**src/rtl/lpm_memory_arbiter.sv**
```systemverilog
// lpm_memory_arbiter: round-robin sharing of one single-outstanding LpmMemory
// between NREQ lookup clients. Each client has a one-entry request buffer; the
// arbiter issues one buffered request at a time, remembers its owner, and
// steers the response handshake back to that owner only.
`timescale 1ns/1ps

module lpm_memory_arbiter #(
    parameter int NREQ  = 4,
    parameter int WIDTH = 96,
    parameter int IDXW  = $clog2(NREQ)
) (
    input  logic                  CLK,
    input  logic                  nRST,
    input  logic [NREQ-1:0]       cli_req_ENA,
    input  logic [NREQ*WIDTH-1:0] cli_req_v,
    output logic [NREQ-1:0]       cli_req_RDY,
    output logic [WIDTH-1:0]      cli_resValue,
    output logic [NREQ-1:0]       cli_resValue_RDY,
    input  logic [NREQ-1:0]       cli_resAccept_ENA,
    output logic [NREQ-1:0]       cli_resAccept_RDY,
    output logic                  mem_req_ENA,
    output logic [WIDTH-1:0]      mem_req_v,
    input  logic                  mem_req_RDY,
    input  logic [WIDTH-1:0]      mem_resValue,
    input  logic                  mem_resValue_RDY,
    output logic                  mem_resAccept_ENA,
    input  logic                  mem_resAccept_RDY
);

    typedef enum logic {
        S_IDLE = 1'b0,
        S_BUSY = 1'b1
    } state_t;

    localparam logic [IDXW-1:0] LAST_IDX = IDXW'(NREQ - 1);

    // Arbiter state
    logic [NREQ-1:0]  r_pending;
    logic [WIDTH-1:0] r_buf [NREQ];
    state_t           r_state;
    logic [IDXW-1:0]  r_owner;
    logic [IDXW-1:0]  r_rr_ptr;

    // Combinational decisions
    logic [IDXW-1:0]  w_scan;
    logic [IDXW-1:0]  w_winner;
    logic             w_found;
    logic [IDXW-1:0]  w_next_ptr;
    logic             w_issue;
    logic             w_accept;
    logic             w_busy;
    logic [NREQ-1:0]  w_owner_hot;

    // Round-robin search: first pending client starting at r_rr_ptr, wrapping at NREQ
    always_comb begin
        w_scan   = r_rr_ptr;
        w_winner = '0;
        w_found  = 1'b0;
        for (int k = 0; k < NREQ; k++) begin
            if (!w_found && r_pending[w_scan]) begin
                w_winner = w_scan;
                w_found  = 1'b1;
            end
            w_scan = (w_scan == LAST_IDX) ? '0 : w_scan + 1'b1;
        end
    end

    // The pointer moves just past the winner; explicit wrap covers non-power-of-2 NREQ
    assign w_next_ptr = (w_winner == LAST_IDX) ? '0 : w_winner + 1'b1;

    assign w_busy      = (r_state == S_BUSY);
    assign w_issue     = (r_state == S_IDLE) && w_found && mem_req_RDY;
    assign w_owner_hot = {{(NREQ-1){1'b0}}, 1'b1} << r_owner;
    // Only the owner's accept can retire the in-flight response
    assign w_accept    = w_busy && cli_resAccept_ENA[r_owner] && mem_resAccept_RDY;

    // Memory-side request and response handshake
    assign mem_req_ENA       = w_issue;
    assign mem_req_v         = w_issue ? r_buf[w_winner] : '0;
    assign mem_resAccept_ENA = w_accept;

    // Client-side handshake: response bits are steered to the owner only
    assign cli_req_RDY       = ~r_pending;
    assign cli_resValue      = mem_resValue;
    assign cli_resValue_RDY  = (w_busy && mem_resValue_RDY)  ? w_owner_hot : '0;
    assign cli_resAccept_RDY = (w_busy && mem_resAccept_RDY) ? w_owner_hot : '0;

    // Request buffers: capture on a client strobe, drain when that client wins an issue
    always_ff @(posedge CLK) begin
        if (!nRST) begin
            r_pending <= '0;
            for (int i = 0; i < NREQ; i++) begin
                r_buf[i] <= '0;
            end
        end else begin
            for (int i = 0; i < NREQ; i++) begin
                // A full buffer ignores the strobe, so capture and drain never coincide
                if (cli_req_ENA[i] && !r_pending[i]) begin
                    r_pending[i] <= 1'b1;
                    r_buf[i]     <= cli_req_v[i*WIDTH +: WIDTH];
                end else if (w_issue && (w_winner == IDXW'(i))) begin
                    r_pending[i] <= 1'b0;
                end
            end
        end
    end

    // Issue/response FSM with owner and round-robin pointer tracking
    always_ff @(posedge CLK) begin
        if (!nRST) begin
            r_state  <= S_IDLE;
            r_owner  <= '0;
            r_rr_ptr <= '0;
        end else begin
            case (r_state)
                S_IDLE: begin
                    if (w_issue) begin
                        r_owner  <= w_winner;
                        r_rr_ptr <= w_next_ptr;
                        r_state  <= S_BUSY;
                    end
                end
                S_BUSY: begin
                    // Returning to IDLE here means the next issue is at least one cycle later
                    if (w_accept) begin
                        r_state <= S_IDLE;
                    end
                end
                default: r_state <= S_IDLE;
            endcase
        end
    end

endmodule

```
**config.mk**
```make
export PLATFORM = sky130hd
export DESIGN_NAME = lpm_memory_arbiter
export DESIGN_NICKNAME = d
export VERILOG_FILES = /design/src/rtl/lpm_memory_arbiter.sv
export SDC_FILE = /design/constraint.sdc
export NUM_CORES = 1
export LEC_CHECK = 0
export CAP_MARGIN = 0
export CORE_AREA = 10 10 262 264
export DETAILED_ROUTE_END_ITERATION = 10
export DIE_AREA = 0 0 272 274
export PLACE_DENSITY = 0.75
export SLEW_MARGIN = 20
export SYNTH_ARGS = -nofsm -noshare
export SYNTH_HDL_FRONTEND = slang
export SYNTH_SLANG_ARGS = --single-unit
```
**constraint.sdc**
```tcl
create_clock -name CLK -period 21.6 [get_ports CLK]
set_input_delay 6.48 -clock CLK [delete_from_list [all_inputs] [get_ports CLK]]
set_output_delay 6.48 -clock CLK [all_outputs]
set_load 0.005 [all_outputs]
```
=== Yosys cells after proc, flatten, opt, wreduce, memory -nomap -nowiden ===
Memory sizes are Yosys's and may differ from the RTL's.
Index checks and enable logic that the tools add are counted.

* $add $sub $neg: 4
* Magnitude comparators: 5
* Eq/ne operators: 6
* Shift operators: 1
* Multiplexer cells: 53
* Bitwise gates (word level): 6
* Reductions and logical operators: 30

{| class="wikitable"
|+ Operators with widths
! operator !! number
|-
| 96-bit two-way mux || 5
|-
| 1-bit two-way mux || 32
|-
| 1-bit logical AND || 17
|-
| 2-bit two-way mux || 8
|-
| 2-bit by 3-bit less-than comparator with 1-bit output (second input constant) || 5
|-
| 1-bit binary-select mux with 2-bit select || 5
|-
| 2-bit == test (second input constant) || 5
|-
| 2-bit by 1-bit adder with 2-bit output (second input constant) || 4
|-
| 4-bit two-way mux || 2
|-
| 2-bit nonzero test || 4
|-
| 1-bit logical NOT || 7
|-
| 4-bit inverter || 1
|-
| 1-bit bitwise OR || 4
|-
| 1-bit by 2-bit left shift with 4-bit output (first input constant) || 1
|-
| 2-bit by 1-bit == test with 1-bit output (second input constant) || 1
|-
| 2-bit logical NOT || 1
|-
| 1-bit one-hot mux with 2 select lines || 1
|-
| 2-bit AND reduction || 1
|-
| 1-bit inverter || 1
|}

* Register bits after elaboration: 9
* RAM bits: 384
* Input port bits: 493
* Logic and storage cells: 113
* Memories kept: 1

{| class="wikitable"
|+ Memories
! memory !! depth !! width !! rd ports !! clocked after Yosys merged registers in !! write ports !! line !! text
|-
| r_buf || 4 || 96 || 1 || 0 || 4 || 39 || <nowiki>logic [WIDTH-1:0] r_buf [NREQ];</nowiki>
|}

=== Logic depth before layout (Yosys ltp) ===
Gate-level depths: netlist (run 1).

* Word-level depth: 17
* Depth in mapped cells: 13
* Mapped depth without buffers: 10

=== Worst setup path before layout (run 1) ===
Ideal clock, no wire load.

* Path kind: input port to output port
* From: input port mem_req_RDY
* To: output port mem_req_v[67]
* Arrival: 7759 ps
* Data required time: 15120 ps
* Slack: 7361 ps
* Stages on the path: 7
* Buffers on the path: 3
* Path through: nand2b_1 > clkbuf_1 > clkbuf_1 > clkbuf_1 > a211oi_1 > a32oi_1 > mux2i_1

* Word-level cells in the longest chain between the ends: 2

{| class="wikitable"
|+ RTL lines
! item !! line !! text
|-
| start: declaration || 23 || <nowiki>input logic mem_req_RDY,</nowiki>
|-
| 1-bit logical AND || 72 || <nowiki>assign w_issue = (r_state == S_IDLE) && w_found && mem_req_RDY;</nowiki>
|-
| 96-bit two-way mux || 79 || <nowiki>assign mem_req_v = w_issue ? r_buf[w_winner] : '0;</nowiki>
|-
| end: declaration || 22 || <nowiki>output logic [WIDTH-1:0] mem_req_v,</nowiki>
|}

Every way passes these cells.

=== Worst setup path in the final report (run 1) ===
* From: input port mem_req_RDY
* To: output port mem_req_v[45]

The elaborated chain is that of the path after synthesis.

==> results of run 1 <==
[cell families after synthesis]
family,after synthesis
xor+xnor,2
buf+inv,597
flops,393
simple gates,431
compound gates,417
mux,199
fa+ha+maj,2
[area by class of cell]
class	count	area, sq um	share of cell area, %
Antenna cell	1	2.50	0.00867
Clock buffer	63	1280	4.43
Clock inverter	25	194	0.672
Inverter	300	1130	3.91
Multi-Input combinational cell	1051	8120	28.1
Sequential cell	393	11700	40.6
Tap cell	855	1070	3.71
Timing Repair Buffer	535	5360	18.6
[metrics by stage]
stage | util, % | setup WS, ns | instance area, sq um | hold slack [ns]
2_1_floorplan | - | 7.36 | 22500 | 0.478
3_3_place_gp | 42.9 | 4.99 | 27300 | 0.538
3_5_place_dp | 42.9 | 4.84 | 27300 | 0.540
4_1_cts | 45.2 | 4.83 | 28800 | 0.547
5_1_grt | 45.3 | 4.98 | 28900 | 0.568
6_report | 45.3 | 5.18 | 28900 | 0.553
[worst max-delay path, stage by stage]
cell                              delay (ns)
sky130_fd_sc_hd__clkdlybuf4s50_1        0.44
sky130_fd_sc_hd__nand2b_4               0.51
sky130_fd_sc_hd__buf_4                  0.60
sky130_fd_sc_hd__buf_4                  0.81
sky130_fd_sc_hd__a211oi_1               0.11
sky130_fd_sc_hd__mux2i_1                0.27
sky130_fd_sc_hd__mux2i_1                0.12
sky130_fd_sc_hd__clkdlybuf4s50_1        0.50
[flip-flops by register name (all words and copies together) (netlist names)]
signal,flops
r_owner,2
r_rr_ptr,2
r_pending,4
r_state,1
r_buf,384
[per-layer routing]
layer | global-route usage (%) | vias up | wire, microns
li1 | - | 7759 | -
met2 | 36.7 | 893 | 41500
met4 | 11.3 | 18 | 4690
met3 | 6.54 | 230 | 7510
met1 | 22.2 | 8493 | 28500
met5 | 0.131 | - | 103
[synth_stat cells, types with 9 or more instances]
master and instances:
sky130_fd_sc_hd__a211oi_1 289, sky130_fd_sc_hd__clkbuf_1 131, sky130_fd_sc_hd__and2_1 385, sky130_fd_sc_hd__mux2i_1 195
sky130_fd_sc_hd__buf_2 47, sky130_fd_sc_hd__nor2_1 9, sky130_fd_sc_hd__a32oi_1 96, sky130_fd_sc_hd__buf_4 100
sky130_fd_sc_hd__inv_1 296, sky130_fd_sc_hd__edfxtp_1 384, sky130_fd_sc_hd__dfxtp_1 9, sky130_fd_sc_hd__buf_6 14
[worst paths after layout]
kind          startpoint            end  slack, ns
min reg2reg      r_state        r_state       0.55
min              r_state        r_state       0.55
max reg2reg  r_rr_ptr[0]   r_pending[3]      17.09
max          mem_req_RDY  mem_req_v[45]       5.18
[power by group through the flow]
| stage | combinational [mW] | clock [mW] | sequential (mW) |
|---|---|---|---|
| 6_report | 1.49 | 0.770 | 0.962 |
| 3_3_place_gp | 1.43 | 0 | 0.973 |
| 2_1_floorplan | 0.999 | 0 | 0.970 |
| 3_5_place_dp | 1.46 | 0 | 0.976 |
| 5_1_grt | 1.57 | 0.813 | 0.968 |
| 4_1_cts | 1.46 | 0.785 | 0.961 |
==> report_table.html, run 1 <==
<table>
<tr><th>Metric</th><th>Value</th></tr>
<tr><th colspan="2">Timing</th></tr>
<tr><td>Period minus WS final</td><td>between 15 and 20 ns</td></tr>
<tr><td>Sum of negative setup slack</td><td>0 ns</td></tr>
<tr><td>Slew HR</td><td>about a quarter</td></tr>
<tr><td>Final setup violation count</td><td>0</td></tr>
<tr><td>Number of hold violations in the final report</td><td>0</td></tr>
<tr><td>Worst Skew</td><td>~0.028 ns</td></tr>
<tr><td>F_max</td><td>60.9 MHz</td></tr>
<tr><td>Final-report max-slew violation count</td><td>0</td></tr>
<tr><td>Fraction of the cycle the final worst path needs</td><td>approximately 76%</td></tr>
<tr><td>Worst Tran Pin Value</td><td>1.12 ns</td></tr>
<tr><td>RSZ-0062 raised after global routing</td><td>false</td></tr>
<tr><th colspan="2">Yosys</th></tr>
<tr><td>Number of distinct library cells after synthesis</td><td>52</td></tr>
<tr><td>Post-synthesis sequential area ratio</td><td>a little over half</td></tr>
<tr><td>Area share of xor/xnor cells in the synthesized design</td><td>less than 1%</td></tr>
<tr><td>Count of flip-flops with a built-in enable after synthesis</td><td>384</td></tr>
<tr><td>Leading cell types by total area after synthesis</td><td>sky130_fd_sc_hd__edfxtp_1 51%, sky130_fd_sc_hd__and2_1 11%, sky130_fd_sc_hd__a211oi_1 9.6%</td></tr>
<tr><td>Average cell area after synthesis</td><td>between 10 and 15 sq um</td></tr>
<tr><td>Share of flip-flops with an asynchronous set or reset</td><td>0%</td></tr>
<tr><td>Yosys warnings</td><td>0</td></tr>
<tr><td>Share of cell area taken by muxes after synthesis</td><td>a little under a tenth</td></tr>
<tr><td>Synthesized area</td><td>22500 sq um</td></tr>
<tr><td>FF+latch count, synth</td><td>approximately 390</td></tr>
<tr><td>Main combinational cell family by area after synthesis</td><td>compound AO/OA/AOI/OAI gates</td></tr>
<tr><td>Portion of synthesized cell area occupied by the leading cell type</td><td>51.3%</td></tr>
<tr><td>Synth Area in Compound Gates</td><td>~14%</td></tr>
<tr><td>Most area-hungry cell type in the Yosys netlist</td><td>sky130_fd_sc_hd__edfxtp_1</td></tr>
<tr><td>Fraction of the mapped netlist area in adder cells</td><td>0.111%</td></tr>
<tr><td>Synthesized net count</td><td>roughly 2.5k</td></tr>
<tr><td>Cell count after synthesis</td><td>approximately 2k</td></tr>
<tr><td>Leading register cell type out of synthesis</td><td>sky130_fd_sc_hd__edfxtp_1</td></tr>
<tr><td>Simple-gate area share of the yosys netlist</td><td>a little under an eighth</td></tr>
<tr><th colspan="2">Routing</th></tr>
<tr><td>Number of vias per cell</td><td>~5.4</td></tr>
<tr><td>Residual DRC</td><td>0</td></tr>
<tr><td>Total Routed Length</td><td>roughly 80000 microns</td></tr>
<tr><td>Remaining antenna violation count</td><td>0</td></tr>
<tr><td>Average detailed-routed wire length per instance</td><td>25.5 microns</td></tr>
<tr><td>Detailed Route Iter0 Violations</td><td>between 1.5k and 2k</td></tr>
<tr><td>Total number of vias</td><td>between 15k and 20k</td></tr>
<tr><td>Count of TritonRoute iterations in the first routing pass</td><td>6</td></tr>
<tr><th colspan="2">Clocking</th></tr>
<tr><td>Maximum level of the CTS H-tree</td><td>2</td></tr>
<tr><td>Clock input transition at the sequential cells of the worst setup and hold paths</td><td>~0.060 ns</td></tr>
<tr><td>CTS Hold Buffers Added</td><td>0</td></tr>
<tr><td>CTS max path bufs</td><td>3</td></tr>
<tr><td>Post-cts sizing count</td><td>0</td></tr>
<tr><td>Source-to-sink clock delay at the later pin of the worst-skew pair</td><td>0.59 ns</td></tr>
<tr><td>Count of clock tree sinks</td><td>roughly 390</td></tr>
<tr><td>Clock tree from TritonCTS</td><td>yes</td></tr>
<tr><td>Clock buffer count from CTS</td><td>47</td></tr>
<tr><td>Post-CTS Setup Repair Bufs</td><td>0</td></tr>
<tr><td>Cell at the root of the clock tree</td><td>sky130_fd_sc_hd__clkbuf_16</td></tr>
<tr><th colspan="2">Run</th></tr>
<tr><td>Number of maximum-capacitance violations</td><td>0</td></tr>
<tr><th colspan="2">Pwr</th></tr>
<tr><td>Worst ir drop on vdd</td><td>~0.14 mV</td></tr>
<tr><td>Cell area power density</td><td>112 nW/um^2</td></tr>
<tr><td>Leak pwr</td><td>roughly 11 nW</td></tr>
<tr><td>Switching Power</td><td>1.29 mW</td></tr>
<tr><td>Total power draw</td><td>between 3 and 4 mW</td></tr>
<tr><td>Sequential share of power</td><td>29.8%</td></tr>
<tr><td>Clock network fraction of design power</td><td>23.9%</td></tr>
<tr><td>Combinational share of power</td><td>46.3%</td></tr>
<tr><td>Switch share</td><td>about two fifths</td></tr>
<tr><td>Internal power</td><td>a little under 2 mW</td></tr>
<tr><th colspan="2">Worst setup path</th></tr>
<tr><td>CP arrival</td><td>about 10 ns</td></tr>
<tr><td>Startpoint class of the critical path</td><td>input port</td></tr>
<tr><td>Highest net fanout along the worst path</td><td>roughly 90</td></tr>
<tr><td>Reg2reg path depth</td><td>10</td></tr>
<tr><td>Worst Setup Path Type</td><td>input port to primary output</td></tr>
<tr><td>CP Data Required Time</td><td>around 15 ns</td></tr>
<tr><td>Worst setup EP type</td><td>primary output</td></tr>
<tr><th colspan="2">Hold path</th></tr>
<tr><td>Cell depth of the worst hold path</td><td>2</td></tr>
<tr><td>Path class of the lowest-slack min-delay path</td><td>flop to flop</td></tr>
<tr><th colspan="2">Global route</th></tr>
<tr><td>First-pass GRT wire length</td><td>119000 microns</td></tr>
<tr><td>Antenna violations before repair</td><td>10</td></tr>
<tr><td>Vias in the first global route</td><td>~18k</td></tr>
<tr><td>Total overflow reported by the global router</td><td>0</td></tr>
<tr><td>Maximum number of pins on one net before global-route repair</td><td>approximately 110</td></tr>
<tr><td>Total global routing track utilization</td><td>a little over a fifth</td></tr>
<tr><th colspan="2">Place</th></tr>
<tr><td>DPL Wire Length</td><td>between 50000 and 60000 microns</td></tr>
<tr><td>Routability cong.</td><td>between 0.9 and 1</td></tr>
<tr><td>Number of cells in the design after placement</td><td>roughly 3.1k</td></tr>
<tr><td>Count of input and output buffers</td><td>about 510</td></tr>
<tr><th colspan="2">Floorplanning</th></tr>
<tr><td>Die footprint</td><td>74500 sq um</td></tr>
<tr><td>Vertical extent of the die</td><td>between 200 and 300 microns</td></tr>
<tr><td>Starting density of the core</td><td>between 30% and 40%</td></tr>
<tr><td>Num ports</td><td>roughly 700</td></tr>
<tr><td>DIE WIDTH</td><td>272 microns</td></tr>
<tr><td>Area inside the core boundary</td><td>63600 sq um</td></tr>
<tr><td>Count of standard-cell rows</td><td>93</td></tr>
<tr><th colspan="2">Layout</th></tr>
<tr><td>Ratio of cells with drive above 1 in the final layout</td><td>4.99%</td></tr>
<tr><td>Layout fillers</td><td>approximately 5.8k</td></tr>
<tr><td>Area growth syn-to-layout</td><td>28.3%</td></tr>
<tr><td>Most used cells in the layout excluding fill and tap cells</td><td>506 x sky130_fd_sc_hd__clkdlybuf4s50_1, 385 x sky130_fd_sc_hd__and2_1, 384 x sky130_fd_sc_hd__edfxtp_1, 296 x sky130_fd_sc_hd__inv_1, 288 x sky130_fd_sc_hd__a211oi_1</td></tr>
<tr><td>Most common library cell in the layout ignoring fill and taps</td><td>sky130_fd_sc_hd__clkdlybuf4s50_1</td></tr>
<tr><td>Finished Layout Cells</td><td>around 3.2k</td></tr>
<tr><td>Fin nets</td><td>approximately 2.8k</td></tr>
<tr><th colspan="2">Status</th></tr>
<tr><td>Outcome</td><td>finished clean</td></tr>
</table>
Power figures use the tool's default switching activity.
==> run 2, diff against run 1 <==
- CORE_AREA: 10 10 262 264 -> 10 10 261 263
- DIE_AREA: 0 0 272 274 -> 0 0 271 273
- PLACE_DENSITY: 0.75 -> 0.78
- clock period: 21.6 -> 14.3 ns (I/O delays scaled with it)
==> run 2 against run 1 <==
- final cell count fell by 0.53%
- worst hold slack better by 0.047 ns
- core utilization rose by 0.44 points
- flip-flop and latch count is the same
- sequential power grew 51%
- clock skew down 0.018 ns
- critical path depth is 1 lower
- critical endpoint is now mem_req_v[25]
- largest cell class unchanged
==> report_table.html, run 2 (same netlist as run 1, synthesis figures left out) <==
<table>
<tr><th>Metric</th><th>Value</th></tr>
<tr><th colspan="2">Place</th></tr>
<tr><td>Count of input and output buffers</td><td>506 (unchanged)</td></tr>
<tr><td>Routability cong.</td><td>0.975 (was 0.923)</td></tr>
<tr><td>Number of cells in the design after placement</td><td>3120 (was 3130)</td></tr>
<tr><td>Post-placement setup slack</td><td>2.76 ns (was 4.84 ns)</td></tr>
<tr><td>DPL Wire Length</td><td>57600 microns (was 56900 microns)</td></tr>
<tr><th colspan="2">Pwr</th></tr>
<tr><td>Cell area power density</td><td>167 nW/um^2 (was 112 nW/um^2)</td></tr>
<tr><td>Leak pwr</td><td>11.0 nW (was 11.1 nW)</td></tr>
<tr><td>Worst ir drop on vdd</td><td>0.167 mV (was 0.136 mV)</td></tr>
<tr><th colspan="2">Clocking</th></tr>
<tr><td>Count of clock tree sinks</td><td>393 (unchanged)</td></tr>
<tr><td>Source-to-sink clock delay at the later pin of the worst-skew pair</td><td>0.56 ns (was 0.59 ns)</td></tr>
<tr><td>CTS max path bufs</td><td>3 (unchanged)</td></tr>
<tr><td>Maximum level of the CTS H-tree</td><td>2 (unchanged)</td></tr>
<tr><td>CTS Hold Buffers Added</td><td>0 (unchanged)</td></tr>
<tr><td>Clock input transition at the sequential cells of the worst setup and hold paths</td><td>0.06 ns (about the same)</td></tr>
<tr><td>Cell at the root of the clock tree</td><td>sky130_fd_sc_hd__clkbuf_16 (unchanged)</td></tr>
<tr><td>Clock tree from TritonCTS</td><td>yes (unchanged)</td></tr>
<tr><td>Post-cts sizing count</td><td>0 (unchanged)</td></tr>
<tr><td>Post-CTS Setup Repair Bufs</td><td>0 (unchanged)</td></tr>
<tr><td>Clock buffer count from CTS</td><td>45 (was 47)</td></tr>
<tr><th colspan="2">Routing</th></tr>
<tr><td>Average detailed-routed wire length per instance</td><td>25.5 microns (about the same)</td></tr>
<tr><td>Total Routed Length</td><td>81900 microns (was 82300 microns)</td></tr>
<tr><td>Total number of vias</td><td>17.2k (was 17.4k)</td></tr>
<tr><td>Number of vias per cell</td><td>5.36 (was 5.40)</td></tr>
<tr><td>Remaining antenna violation count</td><td>0 (unchanged)</td></tr>
<tr><td>Detailed Route Iter0 Violations</td><td>1717 (was 1588)</td></tr>
<tr><td>Count of TritonRoute iterations in the first routing pass</td><td>7 (was 6)</td></tr>
<tr><td>Residual DRC</td><td>0 (unchanged)</td></tr>
<tr><th colspan="2">Timing</th></tr>
<tr><td>Sum of negative setup slack</td><td>0 ns (unchanged)</td></tr>
<tr><td>Final-report max-slew violation count</td><td>0 (unchanged)</td></tr>
<tr><td>Worst Tran Pin Value</td><td>1.11 ns (was 1.12 ns)</td></tr>
<tr><td>F_max</td><td>roughly 86 MHz</td></tr>
<tr><td>Worst Skew</td><td>0.00938 ns (was 0.0277 ns)</td></tr>
<tr><td>Worst slack on hold paths</td><td>0.600 ns (was 0.553 ns)</td></tr>
<tr><td>Number of hold violations in the final report</td><td>0 (unchanged)</td></tr>
<tr><td>Fraction of the cycle the final worst path needs</td><td>around four fifths</td></tr>
<tr><td>Period minus WS final</td><td>11.63 ns</td></tr>
<tr><td>Slew HR</td><td>26.1% (was 25.5%)</td></tr>
<tr><td>Final setup violation count</td><td>0 (unchanged)</td></tr>
<tr><td>RSZ-0062 raised after global routing</td><td>false (unchanged)</td></tr>
<tr><td>PnR worst setup slack</td><td>2.67 ns (was 5.18 ns)</td></tr>
<tr><th colspan="2">Worst setup path</th></tr>
<tr><td>Startpoint class of the critical path</td><td>input port (unchanged)</td></tr>
<tr><td>Highest net fanout along the worst path</td><td>153 (was 89)</td></tr>
<tr><td>Ordered cell list for the critical path</td><td>clkdlybuf4s50_1 -&gt; nand2b_4 -&gt; buf_12 -&gt; a211oi_1 -&gt; mux2i_1 -&gt; mux2i_1 -&gt; clkdlybuf4s50_1 (was clkdlybuf4s50_1 -&gt; nand2b_4 -&gt; buf_4 -&gt; buf_4 -&gt; a211oi_1 -&gt; mux2i_1 -&gt; mux2i_1 -&gt; clkdlybuf4s50_1)</td></tr>
<tr><td>Worst setup EP type</td><td>primary output (unchanged)</td></tr>
<tr><td>Worst Setup Path Type</td><td>input port to primary output (unchanged)</td></tr>
<tr><td>CP arrival</td><td>7.34 ns (was 9.94 ns)</td></tr>
<tr><td>CP Data Required Time</td><td>10.01 ns (was 15.12 ns)</td></tr>
<tr><td>Max incr delay on CP</td><td>0.64 ns (was 0.81 ns)</td></tr>
<tr><td>Cell with the biggest individual delay on the critical path</td><td>sky130_fd_sc_hd__a211oi_1 (was sky130_fd_sc_hd__buf_4)</td></tr>
<tr><th colspan="2">Layout</th></tr>
<tr><td>Biggest register</td><td>r_buf (unchanged)</td></tr>
<tr><td>Ratio of cells with drive above 1 in the final layout</td><td>4.75% (was 4.99%)</td></tr>
<tr><td>Largest registers ranked by flip-flop count</td><td>r_buf: 384 flops, r_pending: 4 flops (unchanged)</td></tr>
<tr><td>Number of flip-flops under the largest register name</td><td>384 (unchanged)</td></tr>
<tr><td>Most common library cell in the layout ignoring fill and taps</td><td>sky130_fd_sc_hd__clkdlybuf4s50_1 (unchanged)</td></tr>
<tr><td>Fin util</td><td>45.8% (was 45.3%)</td></tr>
<tr><td>Area growth syn-to-layout</td><td>27.7% (was 28.3%)</td></tr>
<tr><td>Layout fillers</td><td>5583 (was 5799)</td></tr>
<tr><td>Fin nets</td><td>2817 (was 2823)</td></tr>
<tr><td>Most used cells in the layout excluding fill and tap cells</td><td>506 x sky130_fd_sc_hd__clkdlybuf4s50_1, 385 x sky130_fd_sc_hd__and2_1, 384 x sky130_fd_sc_hd__edfxtp_1, 296 x sky130_fd_sc_hd__inv_1, 288 x sky130_fd_sc_hd__a211oi_1 (unchanged)</td></tr>
<tr><td>Finished Layout Cells</td><td>3206 (was 3223)</td></tr>
<tr><th colspan="2">Floorplanning</th></tr>
<tr><td>Starting density of the core</td><td>35.8% (was 35.3%)</td></tr>
<tr><td>Vertical extent of the die</td><td>273 microns (was 274 microns)</td></tr>
<tr><td>Die footprint</td><td>74000 sq um (was 74500 sq um)</td></tr>
<tr><td>DIE WIDTH</td><td>271 microns (was 272 microns)</td></tr>
<tr><td>Count of standard-cell rows</td><td>92 (was 93)</td></tr>
<tr><td>Area inside the core boundary</td><td>62700 sq um (was 63600 sq um)</td></tr>
<tr><td>Num ports</td><td>699 (unchanged)</td></tr>
<tr><th colspan="2">Hold path</th></tr>
<tr><td>Path class of the lowest-slack min-delay path</td><td>flop to flop (unchanged)</td></tr>
<tr><th colspan="2">Global route</th></tr>
<tr><td>Total overflow reported by the global router</td><td>0 (unchanged)</td></tr>
<tr><td>Antenna violations before repair</td><td>8 (was 10)</td></tr>
<tr><td>Total global routing track utilization</td><td>21.2% (was 20.9%)</td></tr>
<tr><td>Maximum number of pins on one net before global-route repair</td><td>207 (was 108)</td></tr>
<tr><td>First-pass GRT wire length</td><td>119000 microns (about the same)</td></tr>
<tr><td>Vias in the first global route</td><td>17.9k (was 18.0k)</td></tr>
<tr><th colspan="2">Run</th></tr>
<tr><td>Number of maximum-capacitance violations</td><td>0 (unchanged)</td></tr>
<tr><th colspan="2">Status</th></tr>
<tr><td>Outcome</td><td>finished clean (unchanged)</td></tr>
</table>
==> run 2: report_power, final <==
group | total (mW) | switching (mW) | internal (mW)
logic | 2.23 | 1.39 | 0.848
registers | 1.45 | 0.0580 | 1.40
clock network | 1.11 | 0.479 | 0.636
==> run 2: through the flow <==
stage | area (sq um) | total power [mW]
finish | 28700 | 4.80
global route | 28700 | 5.00
CTS | 28700 | 4.81
detailed placement | 27300 | 3.69
global placement | 27300 | 3.64
floorplan | 22500 | 2.97
==> run 2: layout make-up <==
| cell class | instances | area (sq um) | area share [%] |
|---|---|---|---|
| antenna | 4 | 10.0 | 0.0349 |
| clock buffer | 56 | 1210 | 4.21 |
| clock inverter | 25 | 184 | 0.640 |
| inverter | 300 | 1130 | 3.93 |
| multi-input combinational | 1051 | 8120 | 28.3 |
| sequential | 393 | 11700 | 40.8 |
| tap | 846 | 1060 | 3.69 |
| timing repair buffer | 531 | 5300 | 18.5 |
==> run 2: critical path: cells and delay by family <==
| kind | cells | cell delay, ns |
|---|---|---|
| AOI/OAI and AO/OA | 1 | 0.64 |
| and+or+nand+nor | 1 | 0.35 |
| buffers and inverters | 3 | 1.40 |
| muxes | 2 | 0.36 |
==> run 2: path summary, 6_finish.rpt <==
check                    from       endpoint  slack (ns)  cells after the start
setup reg to reg  r_rr_ptr[0]    r_rr_ptr[0]        9.61                     10
hold reg to reg       r_state        r_state        0.60                      2
setup / recovery  mem_req_RDY  mem_req_v[25]        2.67                      7
hold / removal        r_state        r_state        0.60                      2
==> run 2: layer usage <==
metal | GRT usage [%] | routed length (microns) | up-vias | share of wire [%]
met5 | 0.394 | 77 | - | 0.094
met4 | 10.2 | 4090 | 10 | 5.0
met3 | 6.48 | 7950 | 183 | 9.7
met2 | 37.7 | 42000 | 1003 | 51
met1 | 22.5 | 27800 | 8263 | 34
li1 | - | - | 7734 | -
==> run 3, diff against run 2 <==
- CORE_AREA: 10 10 261 263 -> 10 10 262 264
- DIE_AREA: 0 0 271 273 -> 0 0 272 274
- PLACE_DENSITY: 0.78 -> 0.75
- clock period: 14.3 -> 11.9 ns (I/O delays scaled with it)
==> run 3 against run 2 <==
- via count is essentially flat
- wire length decreased by 1.7%
- die area is 0.74% higher
- final area increased by 0.69%
- critical path type unchanged
- largest cell class unchanged
==> report_table.html, run 3 (same netlist as run 1, synthesis figures left out) <==
<table>
<tr><th>Metric</th><th>Value</th></tr>
<tr><th colspan="2">Clocking</th></tr>
<tr><td>Post-cts sizing count</td><td>0 (unchanged)</td></tr>
<tr><td>Maximum level of the CTS H-tree</td><td>2 (unchanged)</td></tr>
<tr><td>Clock buffer count from CTS</td><td>46 (was 45)</td></tr>
<tr><td>Clock tree from TritonCTS</td><td>yes (unchanged)</td></tr>
<tr><td>Source-to-sink clock delay at the later pin of the worst-skew pair</td><td>0.58 ns (was 0.56 ns)</td></tr>
<tr><td>CTS max path bufs</td><td>3 (unchanged)</td></tr>
<tr><td>Clock input transition at the sequential cells of the worst setup and hold paths</td><td>0.06 ns (about the same)</td></tr>
<tr><td>Cell at the root of the clock tree</td><td>sky130_fd_sc_hd__clkbuf_16 (unchanged)</td></tr>
<tr><td>Post-CTS Setup Repair Bufs</td><td>0 (unchanged)</td></tr>
<tr><td>Count of clock tree sinks</td><td>393 (unchanged)</td></tr>
<tr><td>CTS Hold Buffers Added</td><td>0 (unchanged)</td></tr>
<tr><th colspan="2">Routing</th></tr>
<tr><td>Detailed Route Iter0 Violations</td><td>1574 (was 1717)</td></tr>
<tr><td>Total number of vias</td><td>17.2k (about the same)</td></tr>
<tr><td>Count of TritonRoute iterations in the first routing pass</td><td>5 (was 7)</td></tr>
<tr><td>Number of vias per cell</td><td>5.33 (was 5.36)</td></tr>
<tr><td>Average detailed-routed wire length per instance</td><td>25.0 microns (was 25.5 microns)</td></tr>
<tr><td>Residual DRC</td><td>0 (unchanged)</td></tr>
<tr><td>Total Routed Length</td><td>80500 microns (was 81900 microns)</td></tr>
<tr><td>Remaining antenna violation count</td><td>0 (unchanged)</td></tr>
<tr><th colspan="2">Global route</th></tr>
<tr><td>Global-route met2 utilization</td><td>36.1% (was 37.7%)</td></tr>
<tr><td>Antenna violations before repair</td><td>6 (was 8)</td></tr>
<tr><td>Met3 routing resource usage after global routing</td><td>5.56% (was 6.48%)</td></tr>
<tr><td>Vias in the first global route</td><td>18.0k (was 17.9k)</td></tr>
<tr><td>Maximum number of pins on one net before global-route repair</td><td>147 (was 207)</td></tr>
<tr><td>Total global routing track utilization</td><td>20.6% (was 21.2%)</td></tr>
<tr><td>First-pass GRT wire length</td><td>117000 microns (was 119000 microns)</td></tr>
<tr><td>Fraction of met1 tracks used by global routing</td><td>22.4% (was 22.5%)</td></tr>
<tr><td>Total overflow reported by the global router</td><td>0 (unchanged)</td></tr>
<tr><td>Gr busiest metal</td><td>met2 (unchanged)</td></tr>
<tr><th colspan="2">Layout</th></tr>
<tr><td>Fin nets</td><td>2821 (was 2817)</td></tr>
<tr><td>Area growth syn-to-layout</td><td>28.6% (was 27.7%)</td></tr>
<tr><td>Ratio of cells with drive above 1 in the final layout</td><td>5.29% (was 4.75%)</td></tr>
<tr><td>Combined flip-flop and latch cell area</td><td>11700 sq um (unchanged)</td></tr>
<tr><td>Number of flip-flops under the largest register name</td><td>384 (unchanged)</td></tr>
<tr><td>Most used cells in the layout excluding fill and tap cells</td><td>506 x sky130_fd_sc_hd__clkdlybuf4s50_1, 385 x sky130_fd_sc_hd__and2_1, 384 x sky130_fd_sc_hd__edfxtp_1, 296 x sky130_fd_sc_hd__inv_1, 288 x sky130_fd_sc_hd__a211oi_1 (unchanged)</td></tr>
<tr><td>Area of the multi-input gates</td><td>8120 sq um (unchanged)</td></tr>
<tr><td>Finished Layout Cells</td><td>3222 (was 3206)</td></tr>
<tr><td>Most common library cell in the layout ignoring fill and taps</td><td>sky130_fd_sc_hd__clkdlybuf4s50_1 (unchanged)</td></tr>
<tr><td>Layout fillers</td><td>5773 (was 5583)</td></tr>
<tr><td>Biggest register</td><td>r_buf (unchanged)</td></tr>
<tr><td>Largest registers ranked by flip-flop count</td><td>r_buf: 384 flops, r_pending: 4 flops (unchanged)</td></tr>
<tr><th colspan="2">Timing</th></tr>
<tr><td>Number of hold violations in the final report</td><td>0 (unchanged)</td></tr>
<tr><td>Final setup violation count</td><td>0 (unchanged)</td></tr>
<tr><td>F_max</td><td>between 90 and 100 MHz</td></tr>
<tr><td>Sum of negative setup slack</td><td>0 ns (unchanged)</td></tr>
<tr><td>RSZ-0062 raised after global routing</td><td>false (unchanged)</td></tr>
<tr><td>Period minus WS final</td><td>roughly 10 ns</td></tr>
<tr><td>Fraction of the cycle the final worst path needs</td><td>a little under nine tenths</td></tr>
<tr><td>Final-report max-slew violation count</td><td>0 (unchanged)</td></tr>
<tr><td>Worst Tran Pin Value</td><td>1.08 ns (was 1.11 ns)</td></tr>
<tr><td>Slew HR</td><td>27.8% (was 26.1%)</td></tr>
<tr><td>Worst Skew</td><td>0.0231 ns (was 0.00938 ns)</td></tr>
<tr><th colspan="2">Hold path</th></tr>
<tr><td>Path class of the lowest-slack min-delay path</td><td>flop to flop (unchanged)</td></tr>
<tr><td>Cell depth of the worst hold path</td><td>2 (unchanged)</td></tr>
<tr><td>Min-delay src</td><td>r_state (unchanged)</td></tr>
<tr><td>Hold worst-path end</td><td>r_state (unchanged)</td></tr>
<tr><th colspan="2">Place</th></tr>
<tr><td>Number of cells in the design after placement</td><td>3129 (was 3120)</td></tr>
<tr><td>DPL Wire Length</td><td>55800 microns (was 57600 microns)</td></tr>
<tr><td>Count of input and output buffers</td><td>506 (unchanged)</td></tr>
<tr><td>Routability cong.</td><td>0.909 (was 0.975)</td></tr>
<tr><th colspan="2">Floorplanning</th></tr>
<tr><td>Starting density of the core</td><td>35.3% (was 35.8%)</td></tr>
<tr><td>Die footprint</td><td>74500 sq um (was 74000 sq um)</td></tr>
<tr><td>DIE WIDTH</td><td>272 microns (was 271 microns)</td></tr>
<tr><td>Area inside the core boundary</td><td>63600 sq um (was 62700 sq um)</td></tr>
<tr><td>Vertical extent of the die</td><td>274 microns (was 273 microns)</td></tr>
<tr><td>Num ports</td><td>699 (unchanged)</td></tr>
<tr><td>Count of standard-cell rows</td><td>93 (was 92)</td></tr>
<tr><th colspan="2">Worst setup path</th></tr>
<tr><td>CP Data Required Time</td><td>8.33 ns (was 10.01 ns)</td></tr>
<tr><td>CP arrival</td><td>6.66 ns (was 7.34 ns)</td></tr>
<tr><td>Startpoint class of the critical path</td><td>input port (unchanged)</td></tr>
<tr><td>Register-to-Register Setup Slack</td><td>7.13 ns (was 9.61 ns)</td></tr>
<tr><td>Highest net fanout along the worst path</td><td>58 (was 153)</td></tr>
<tr><td>Worst flop-to-flop path endpoint</td><td>r_rr_ptr[0] (unchanged)</td></tr>
<tr><td>Worst setup EP type</td><td>primary output (unchanged)</td></tr>
<tr><td>Worst Setup Path Type</td><td>input port to primary output (unchanged)</td></tr>
<tr><td>Origin of the critical flop-to-flop path</td><td>r_rr_ptr[0] (unchanged)</td></tr>
<tr><td>Reg2reg path depth</td><td>12 (was 10)</td></tr>
<tr><th colspan="2">Run</th></tr>
<tr><td>Number of maximum-capacitance violations</td><td>0 (unchanged)</td></tr>
<tr><th colspan="2">Pwr</th></tr>
<tr><td>Leak pwr</td><td>11.1 nW (was 11.0 nW)</td></tr>
<tr><td>Worst ir drop on vdd</td><td>0.332 mV (was 0.167 mV)</td></tr>
<tr><td>Cell area power density</td><td>203 nW/um^2 (was 167 nW/um^2)</td></tr>
<tr><th colspan="2">Status</th></tr>
<tr><td>Outcome</td><td>finished clean (unchanged)</td></tr>
</table>
[run 3: power by group]
group	total (mW)	internal (mW)	switching (mW)
sequential	1.74	1.68	0.0666
combinational	2.70	1.03	1.67
clock	1.44	0.849	0.591
total	5.88	3.55	2.33
[run 3: layout make-up]
class | count | area share [%]
repair buffers | 534 | 18.5
multi-input cells | 1051 | 28.1
inverters | 300 | 3.90
clock buffers | 55 | 4.10
well taps | 855 | 3.70
flip-flops and latches | 393 | 40.5
clock inverters | 31 | 1.20
diodes | 3 | 0.0260
[run 3: worst max-delay path by stage]
stage | startpoint | end | slack [ns] | cells after the start
floorplan | cli_req_ENA[0] | r_buf[0][0] | 0.90 | 2
global placement | mem_req_RDY | mem_req_v[44] | 1.90 | 8
detailed placement | mem_req_RDY | mem_req_v[45] | 1.74 | 8
CTS | mem_req_RDY | mem_req_v[45] | 1.73 | 8
global route | mem_req_RDY | mem_req_v[39] | 1.51 | 8
finish | mem_req_RDY | mem_req_v[39] | 1.67 | 8
[run 3: worst max-delay path, cell delays in order]
cell,delay [ns]
sky130_fd_sc_hd__clkdlybuf4s50_1,0.45
sky130_fd_sc_hd__nand2b_4,0.49
sky130_fd_sc_hd__buf_4,0.48
sky130_fd_sc_hd__buf_4,0.58
sky130_fd_sc_hd__a211oi_1,0.13
sky130_fd_sc_hd__a32oi_1,0.25
sky130_fd_sc_hd__mux2i_1,0.11
sky130_fd_sc_hd__clkdlybuf4s50_1,0.50
[run 3: per-layer routing]
metal  part of all wire, %  wire length [microns]  vias up
li1                      -                      -     7742
met1                    36                  28600     8349
met2                    50                  40400      894
met3                   8.7                   7030      199
met4                   5.6                   4480        4
met5                 0.029                     23        -
[run 3: metrics by stage]
step                      setup slack [ns]  util (%)  total power, mW  hold WS (ns)  cell area (sq um)
after CTS                             1.73      45.3             5.87         0.570              28800
after global placement                1.90      42.9             4.37         0.528              27300
after floorplan                      0.905         -             3.57         0.478              22500
after detailed placement              1.74      42.9             4.42         0.562              27300
final                                 1.67      45.4             5.88         0.564              28900
after global routing                  1.51      45.4             6.12         0.604              28900
